**src/rtl/branch_predict_unit_pkg.sv**
```systemverilog
// Shared types and helpers for the branch prediction unit.
package branch_predict_unit_pkg;

    // BTB entry layout. Field widths follow these package widths, so the
    // predictor's ADDR_WIDTH / BTB_INDEX_BITS must match them.
    localparam int BPU_ADDR_WIDTH     = 32;
    localparam int BPU_BTB_INDEX_BITS = 4;
    localparam int BPU_TAG_WIDTH      = BPU_ADDR_WIDTH - BPU_BTB_INDEX_BITS - 2;

    // PHT counters come out of reset weakly not-taken.
    localparam logic [1:0] PHT_RESET_VAL = 2'b01;

    typedef struct packed {
        logic                      valid;
        logic [BPU_TAG_WIDTH-1:0]  tag;
        logic [BPU_ADDR_WIDTH-1:0] target;
        logic                      is_jump;
    } btb_entry_t;

    // 2-bit saturating counter step.
    function automatic logic [1:0] sat_update(input logic [1:0] cnt, input logic taken);
        logic [1:0] res;
        res = cnt;
        if (taken && cnt != 2'b11)
            res = cnt + 2'd1;
        else if (!taken && cnt != 2'b00)
            res = cnt - 2'd1;
        return res;
    endfunction

endpackage

```
**src/rtl/branch_predict_unit_btb.sv**
```systemverilog
// Direct-mapped branch target buffer: storage, tag compare and one write port.
// PCs arrive as word addresses (pc[ADDR_WIDTH-1:2]).
module branch_target_buffer
    import branch_predict_unit_pkg::*;
#(
    parameter int ADDR_WIDTH     = BPU_ADDR_WIDTH,
    parameter int BTB_INDEX_BITS = BPU_BTB_INDEX_BITS
) (
    input  logic                  clk,
    input  logic                  reset_n,
    input  logic [ADDR_WIDTH-3:0] lookup_wpc,
    output logic                  lookup_hit,
    output logic                  lookup_is_jump,
    output logic [ADDR_WIDTH-1:0] lookup_target,
    input  logic                  wr_en,
    input  logic [ADDR_WIDTH-3:0] wr_wpc,
    input  logic [ADDR_WIDTH-1:0] wr_target,
    input  logic                  wr_is_jump
);
    localparam int ENTRIES = 1 << BTB_INDEX_BITS;

    btb_entry_t                btb [ENTRIES];
    btb_entry_t                rd_entry;
    logic [BTB_INDEX_BITS-1:0] lookup_idx;
    logic [BTB_INDEX_BITS-1:0] wr_idx;
    logic [BPU_TAG_WIDTH-1:0]  lookup_tag;
    logic [BPU_TAG_WIDTH-1:0]  wr_tag;

    assign lookup_idx = lookup_wpc[BTB_INDEX_BITS-1:0];
    assign lookup_tag = lookup_wpc[ADDR_WIDTH-3:BTB_INDEX_BITS];
    assign wr_idx     = wr_wpc[BTB_INDEX_BITS-1:0];
    assign wr_tag     = wr_wpc[ADDR_WIDTH-3:BTB_INDEX_BITS];

    // Read is from registered state, so a same-cycle write is seen next cycle.
    assign rd_entry       = btb[lookup_idx];
    assign lookup_hit     = rd_entry.valid && (rd_entry.tag == lookup_tag);
    assign lookup_is_jump = rd_entry.is_jump;
    assign lookup_target  = rd_entry.target;

    // Entry storage: cleared on reset, allocate/overwrite on write.
    always_ff @(posedge clk or negedge reset_n) begin
        if (!reset_n) begin
            for (int i = 0; i < ENTRIES; i++)
                btb[i] <= '0;
        end else if (wr_en) begin
            btb[wr_idx] <= '{valid: 1'b1, tag: wr_tag, target: wr_target, is_jump: wr_is_jump};
        end
    end

endmodule

```
**src/rtl/branch_predict_unit.sv**
```systemverilog
// Gshare direction predictor with BTB target prediction, speculative global
// history with mispredict recovery, and resolution perf counters.
module branch_predict_unit
    import branch_predict_unit_pkg::*;
#(
    parameter int ADDR_WIDTH     = BPU_ADDR_WIDTH,
    parameter int GHR_BITS       = 8,
    parameter int PHT_INDEX_BITS = 8,
    parameter int BTB_INDEX_BITS = BPU_BTB_INDEX_BITS,
    parameter int CNT_WIDTH      = 32
) (
    input  logic                  clk,
    input  logic                  reset_n,
    input  logic                  fetch_valid,
    input  logic [ADDR_WIDTH-1:0] fetch_pc,
    output logic                  pred_taken,
    output logic [ADDR_WIDTH-1:0] pred_target,
    output logic [GHR_BITS-1:0]   pred_ghr,
    input  logic                  update_valid,
    input  logic [ADDR_WIDTH-1:0] update_pc,
    input  logic                  update_is_branch,
    input  logic                  update_is_jump,
    input  logic                  update_taken,
    input  logic [ADDR_WIDTH-1:0] update_target,
    input  logic [GHR_BITS-1:0]   update_ghr,
    input  logic                  update_mispredict,
    output logic [CNT_WIDTH-1:0]  branch_count,
    output logic [CNT_WIDTH-1:0]  mispredict_count
);
    localparam int PHT_SIZE = 1 << PHT_INDEX_BITS;

    logic [PHT_SIZE-1:0][1:0]    pht;
    logic [GHR_BITS-1:0]         ghr, ghr_d;
    logic [PHT_INDEX_BITS-1:0]   ghr_ext, upd_ghr_ext;
    logic [PHT_INDEX_BITS-1:0]   fetch_idx, upd_idx;
    logic                        btb_hit, btb_is_jump;
    logic [ADDR_WIDTH-1:0]       btb_target;
    logic                        btb_we, pht_we, spec_shift, recover;
    logic                        unused_upd_pc_bits;

    // Byte offset never matters for the tables.
    assign unused_upd_pc_bits = ^update_pc[1:0];

    branch_target_buffer #(
        .ADDR_WIDTH     (ADDR_WIDTH),
        .BTB_INDEX_BITS (BTB_INDEX_BITS)
    ) u_btb (
        .clk            (clk),
        .reset_n        (reset_n),
        .lookup_wpc     (fetch_pc[ADDR_WIDTH-1:2]),
        .lookup_hit     (btb_hit),
        .lookup_is_jump (btb_is_jump),
        .lookup_target  (btb_target),
        .wr_en          (btb_we),
        .wr_wpc         (update_pc[ADDR_WIDTH-1:2]),
        .wr_target      (update_target),
        .wr_is_jump     (update_is_jump)
    );

    // Zero-extend histories to PHT index width (GHR may be shorter).
    always_comb begin
        ghr_ext                   = '0;
        ghr_ext[GHR_BITS-1:0]     = ghr;
        upd_ghr_ext               = '0;
        upd_ghr_ext[GHR_BITS-1:0] = update_ghr;
    end

    assign fetch_idx = fetch_pc[PHT_INDEX_BITS+1:2] ^ ghr_ext;
    assign upd_idx   = update_pc[PHT_INDEX_BITS+1:2] ^ upd_ghr_ext;

    assign pred_taken  = btb_hit & (btb_is_jump | pht[fetch_idx][1]);
    assign pred_target = pred_taken ? btb_target : fetch_pc + ADDR_WIDTH'(4);
    assign pred_ghr    = ghr;

    assign pht_we     = update_valid & update_is_branch;
    assign btb_we     = update_valid & update_taken & (update_is_branch | update_is_jump);
    assign spec_shift = fetch_valid & btb_hit & ~btb_is_jump;
    // Non-control resolutions leave history alone even if flagged mispredicted.
    assign recover    = update_valid & update_mispredict & (update_is_branch | update_is_jump);

    // Next history: speculative shift on predicted branches, recovery overrides.
    always_comb begin
        ghr_d = ghr;
        if (spec_shift)
            ghr_d = {ghr[GHR_BITS-2:0], pred_taken};
        if (recover)
            ghr_d = update_is_branch ? {update_ghr[GHR_BITS-2:0], update_taken} : update_ghr;
    end

    // Global history register.
    always_ff @(posedge clk or negedge reset_n) begin
        if (!reset_n)
            ghr <= '0;
        else
            ghr <= ghr_d;
    end

    // PHT training with 2-bit saturating counters.
    always_ff @(posedge clk or negedge reset_n) begin
        if (!reset_n)
            pht <= {PHT_SIZE{PHT_RESET_VAL}};
        else if (pht_we)
            pht[upd_idx] <= sat_update(pht[upd_idx], update_taken);
    end

    // Saturating perf counters over all resolutions.
    always_ff @(posedge clk or negedge reset_n) begin
        if (!reset_n) begin
            branch_count     <= '0;
            mispredict_count <= '0;
        end else if (update_valid) begin
            if (branch_count != '1)
                branch_count <= branch_count + CNT_WIDTH'(1);
            if (update_mispredict && mispredict_count != '1)
                mispredict_count <= mispredict_count + CNT_WIDTH'(1);
        end
    end

endmodule

```
**config.mk**
```make
export PLATFORM = sky130hd
export DESIGN_NAME = branch_predict_unit
export DESIGN_NICKNAME = d
export VERILOG_FILES = /design/src/rtl/branch_predict_unit_pkg.sv /design/src/rtl/branch_predict_unit_btb.sv /design/src/rtl/branch_predict_unit.sv
export SDC_FILE = /design/constraint.sdc
export NUM_CORES = 2
export LEC_CHECK = 0
export ABC_AREA = 1
export BUFFER_PORTS_ARGS = -buffer_cell sky130_fd_sc_hd__buf_2
export CELL_PAD_IN_SITES_DETAIL_PLACEMENT = 0
export CELL_PAD_IN_SITES_GLOBAL_PLACEMENT = 2
export CORE_UTILIZATION = 30
export CTS_BUF_LIST = sky130_fd_sc_hd__clkbuf_16
export DETAILED_ROUTE_END_ITERATION = 7
export GPL_TIMING_DRIVEN = 1
export PLACE_DENSITY_LB_ADDON = 0.1
export SYNTH_ARGS = -nofsm -noshare
export SYNTH_HDL_FRONTEND = slang
export SYNTH_SLANG_ARGS = --single-unit
```
**constraint.sdc**
```tcl
create_clock -name clk -period 9.6 [get_ports clk]
set_input_delay 1.44 -clock clk [delete_from_list [all_inputs] [get_ports clk]]
set_output_delay 1.44 -clock clk [all_outputs]
set_load 0.1 [all_outputs]
```
==> reports/qor.csv <==
metric,value,unit
dpl cell area,83550,sq um
P_leak,0.04223,uW
Row Count,187,
PostCTS Resize Cnt,0,
antenna violations before repair,22,
WL/cell,23.77,um
ratio of cells with drive above 1 in the final layout,8.669,%
WP data required,8.16,ns
post-synthesis adder-cell area fraction,0.07927,%
maximum clock rate,0.1333,GHz
Nets,10701,
DR iter-0 viols,6680,
Tot GR Track Use,25.34,%
final instance area,89420,sq um
# IOs,217,
syn avg cell area,7.313,sq um
"slowest stage cell, crit path",nand2_4,
Initial Utilization,30.28,%
main combinational cell family by area after synthesis,simple AND/OR/NAND/NOR gates,
CP Class,in -> out,
post-synthesis async set-or-reset flop share,100.0,%
fin crit share,78.16,%
synthesized area,78920,sq um
Worst Hold Class,reg -> reg,
"FF+latch count, synth",1544,
Area contributors post-synth,"dfrtp_1 (41%), nand2_1 (19%), o21ai_0 (9.6%)",
post-synth cell types,42,
Clock Tree Root,clkbuf_16,
Synth top cells by count,"nand2_1 (3909), o21ai_0 (1509), dfrtp_1 (1288)",
RSZ-0062 raised after global routing,no,
multiplexer share of the synthesized area,0,%
PwrDens,203.3,nW/um^2
"EDFF count, synth",0,
Area Overhead vs Synth,13.30,%
max-slew violations,0,
"Seq/Total Area, Yosys",49.36,%
skew final,0.05970,ns
core area,260600,sq um
Synth Instances,10793,
# hold bufs at CTS,0,
Compound-Gate Fraction of Synth Area,12.03,%
syn nets,10910,
Final min period,7.503,ns
drt via density,5.152,
most used cell along the critical path,nand2_1,
drc violations,0,
Clock Latency Late Sink,0.89,ns
ANT nets after route,0,
Rel. slew slack,18.28,%
vias in the first global route,71258,
max_cap viols,0,
first-pass GRT wire length,498900,um
RD Place Congestion,0.8347,
crit-path cells,"buf_8, inv_8, nand2_1, nand2_4, buf_4, nand2_1, nand2_1, nand2_1, nand3_1, nand3_1, nand3_1, nand3_1, nand3_1, nand3_1, nand3_2, buf_4, nand2_1, nand2_1, nand2_1, buf_2",
Clock Sinks,1544,
max incr delay on CP,0.49,ns
"Reg clk slew, reported paths",0.06,ns
CTS Buf Count,194,
Synth Area in Simple Gates,30.57,%
Startpoint Class,input port,
H-tree lvl count,4,
yosys warns,0,
dpl ws,1.909,ns
die width,514.9,um
outcome,completed,
Final WS setup,2.097,ns
VDD IR max,0.0002137,V
CP top delay family,simple AND/OR/NAND/NOR gates,
IO Port Bufs,214,
TritonCTS clock tree,yes,
Die ar.,265100,sq um
hpwl dp,194100,um
Die H,514.9,um
Fin Setup TNS,0,ns
largest net degree at the start of global routing,166,
top_reg_cell synth,dfrtp_1,
cell taking the most area after synthesis,dfrtp_1,
Vias,73357,
Post-Synth XOR/XNOR Area,1.140,%
data arrival time of the worst path,6.06,ns
top-count cell post-synth,nand2_1,
Post-CTS Setup Bufs,0,
Final Hold Viols,0,
Yosys top cell area share,40.84,%
final wirelength,338500,um
final setup vio count,0,
Pre-Repair DR Iteration Count,7,
Worst Tran Pin Value,1.226,ns
Bufs and invs on worst path,5,
"critical path fanouts, max",80,
CTS max path bufs,3,
crit end category,primary output,
grt total ovfl,0,
registers in the layout (all words and copies together) (netlist names):
register	cells
pred_ghr	8
u_btb.btb	960
branch_count	32
pht	512
mispredict_count	32
per-layer routing:
layer / GRT usage (%) / vias to the layer above / wire (um)
met3: 2.776 / 440 / 17250
met2: 39.67 / 2188 / 150000
met1: 36.77 / 36364 / 162100
met4: 6.919 / 0 / 9156
li1: - / 34365 / -
met5: 0 / - / 0
cell type report:
cell class | count | area, sq um
timing repair buffer | 366 | 3082
sequential | 1544 | 38960
multi-input combinational | 7886 | 34890
tap | 3496 | 4374
inverter | 592 | 2246
clock inverter | 157 | 1002
clock buffer | 194 | 4855
fill | 27930 | 171200
antenna | 4 | 10.01
worst paths after layout:
check / from / end / slack, ns / cells after the start
worst max register to register: pht[436] / pht[398] / 4.67 / 20
min in group asynchronous: reset_n / pht[427] / 0.55 / 1
max in group asynchronous: reset_n / u_btb.btb[390] / 6.94 / 3
worst max-delay path: fetch_pc[2] / pred_target[9] / 2.10 / 20
worst min register to register: u_btb.btb[359] / u_btb.btb[359] / 0.45 / 2
worst min-delay path: u_btb.btb[359] / u_btb.btb[359] / 0.45 / 2
worst reg2reg max path, stage by stage, from the launching register on:
cell and delay [ns]:
dfstp_2 0.37, nand2_1 0.06, nand2_1 0.06, nand2_1 0.07, nand3_1 0.12, nand2_1 0.11
nand2_1 0.07, o21ai_0 0.38, nand2_1 0.10, nor2_1 0.26, nor2_1 0.07, nor2_1 0.30
nand2_1 0.20, ha_1 0.25, nor2_1 0.28, nor2_1 0.15, nand3_4 0.13, buf_12 0.50
buf_4 1.05, nand3_1 0.24, nand2_1 0.11
metrics by stage:
step	util, %	total power, uW	instances	hold slack, ns
3_3_place_gp	32.06	11350	13884	0.4303
3_5_place_dp	32.06	11400	13884	0.4356
6_report	34.31	18180	14239	0.4508
5_1_grt	34.31	19070	14238	0.4653
4_1_cts	34.30	18400	14235	0.4492
2_1_floorplan	-	9931	10793	0.4194
power by group:
part | internal [uW] | total (uW) | switching (uW)
Sequential | 7380 | 7860 | 476
Combinational | 884 | 3440 | 2560
Clock | 3730 | 6880 | 3150
Total | 12000 | 18200 | 6190
cells by family after synthesis:
family          count (synthesis)
simple gates                 5989
compound gates               1791
flops                        1544
buf+inv                      1363
xor+xnor                      101
fa+ha+maj                       5
cells in the final DEF, fill, tap and decap left out, types with 66 or more instances in the layout:
cell / synthesis / layout
inv_1: 584 / 626
dfrtp_1: 1288 / 1288
o22ai_1: 81 / 81
dfstp_2: 256 / 256
nor2_1: 856 / 851
o211ai_1: 80 / 80
nand3_1: 929 / 928
nor3_1: 231 / 231
buf_2: 144 / 184
nand2_1: 3909 / 3886
xor2_1: 66 / 66
clkbuf_16: 0 / 194
buf_4: 23 / 117
o21ai_0: 1509 / 1509
Note: power is estimated with default switching activity, not from simulation.
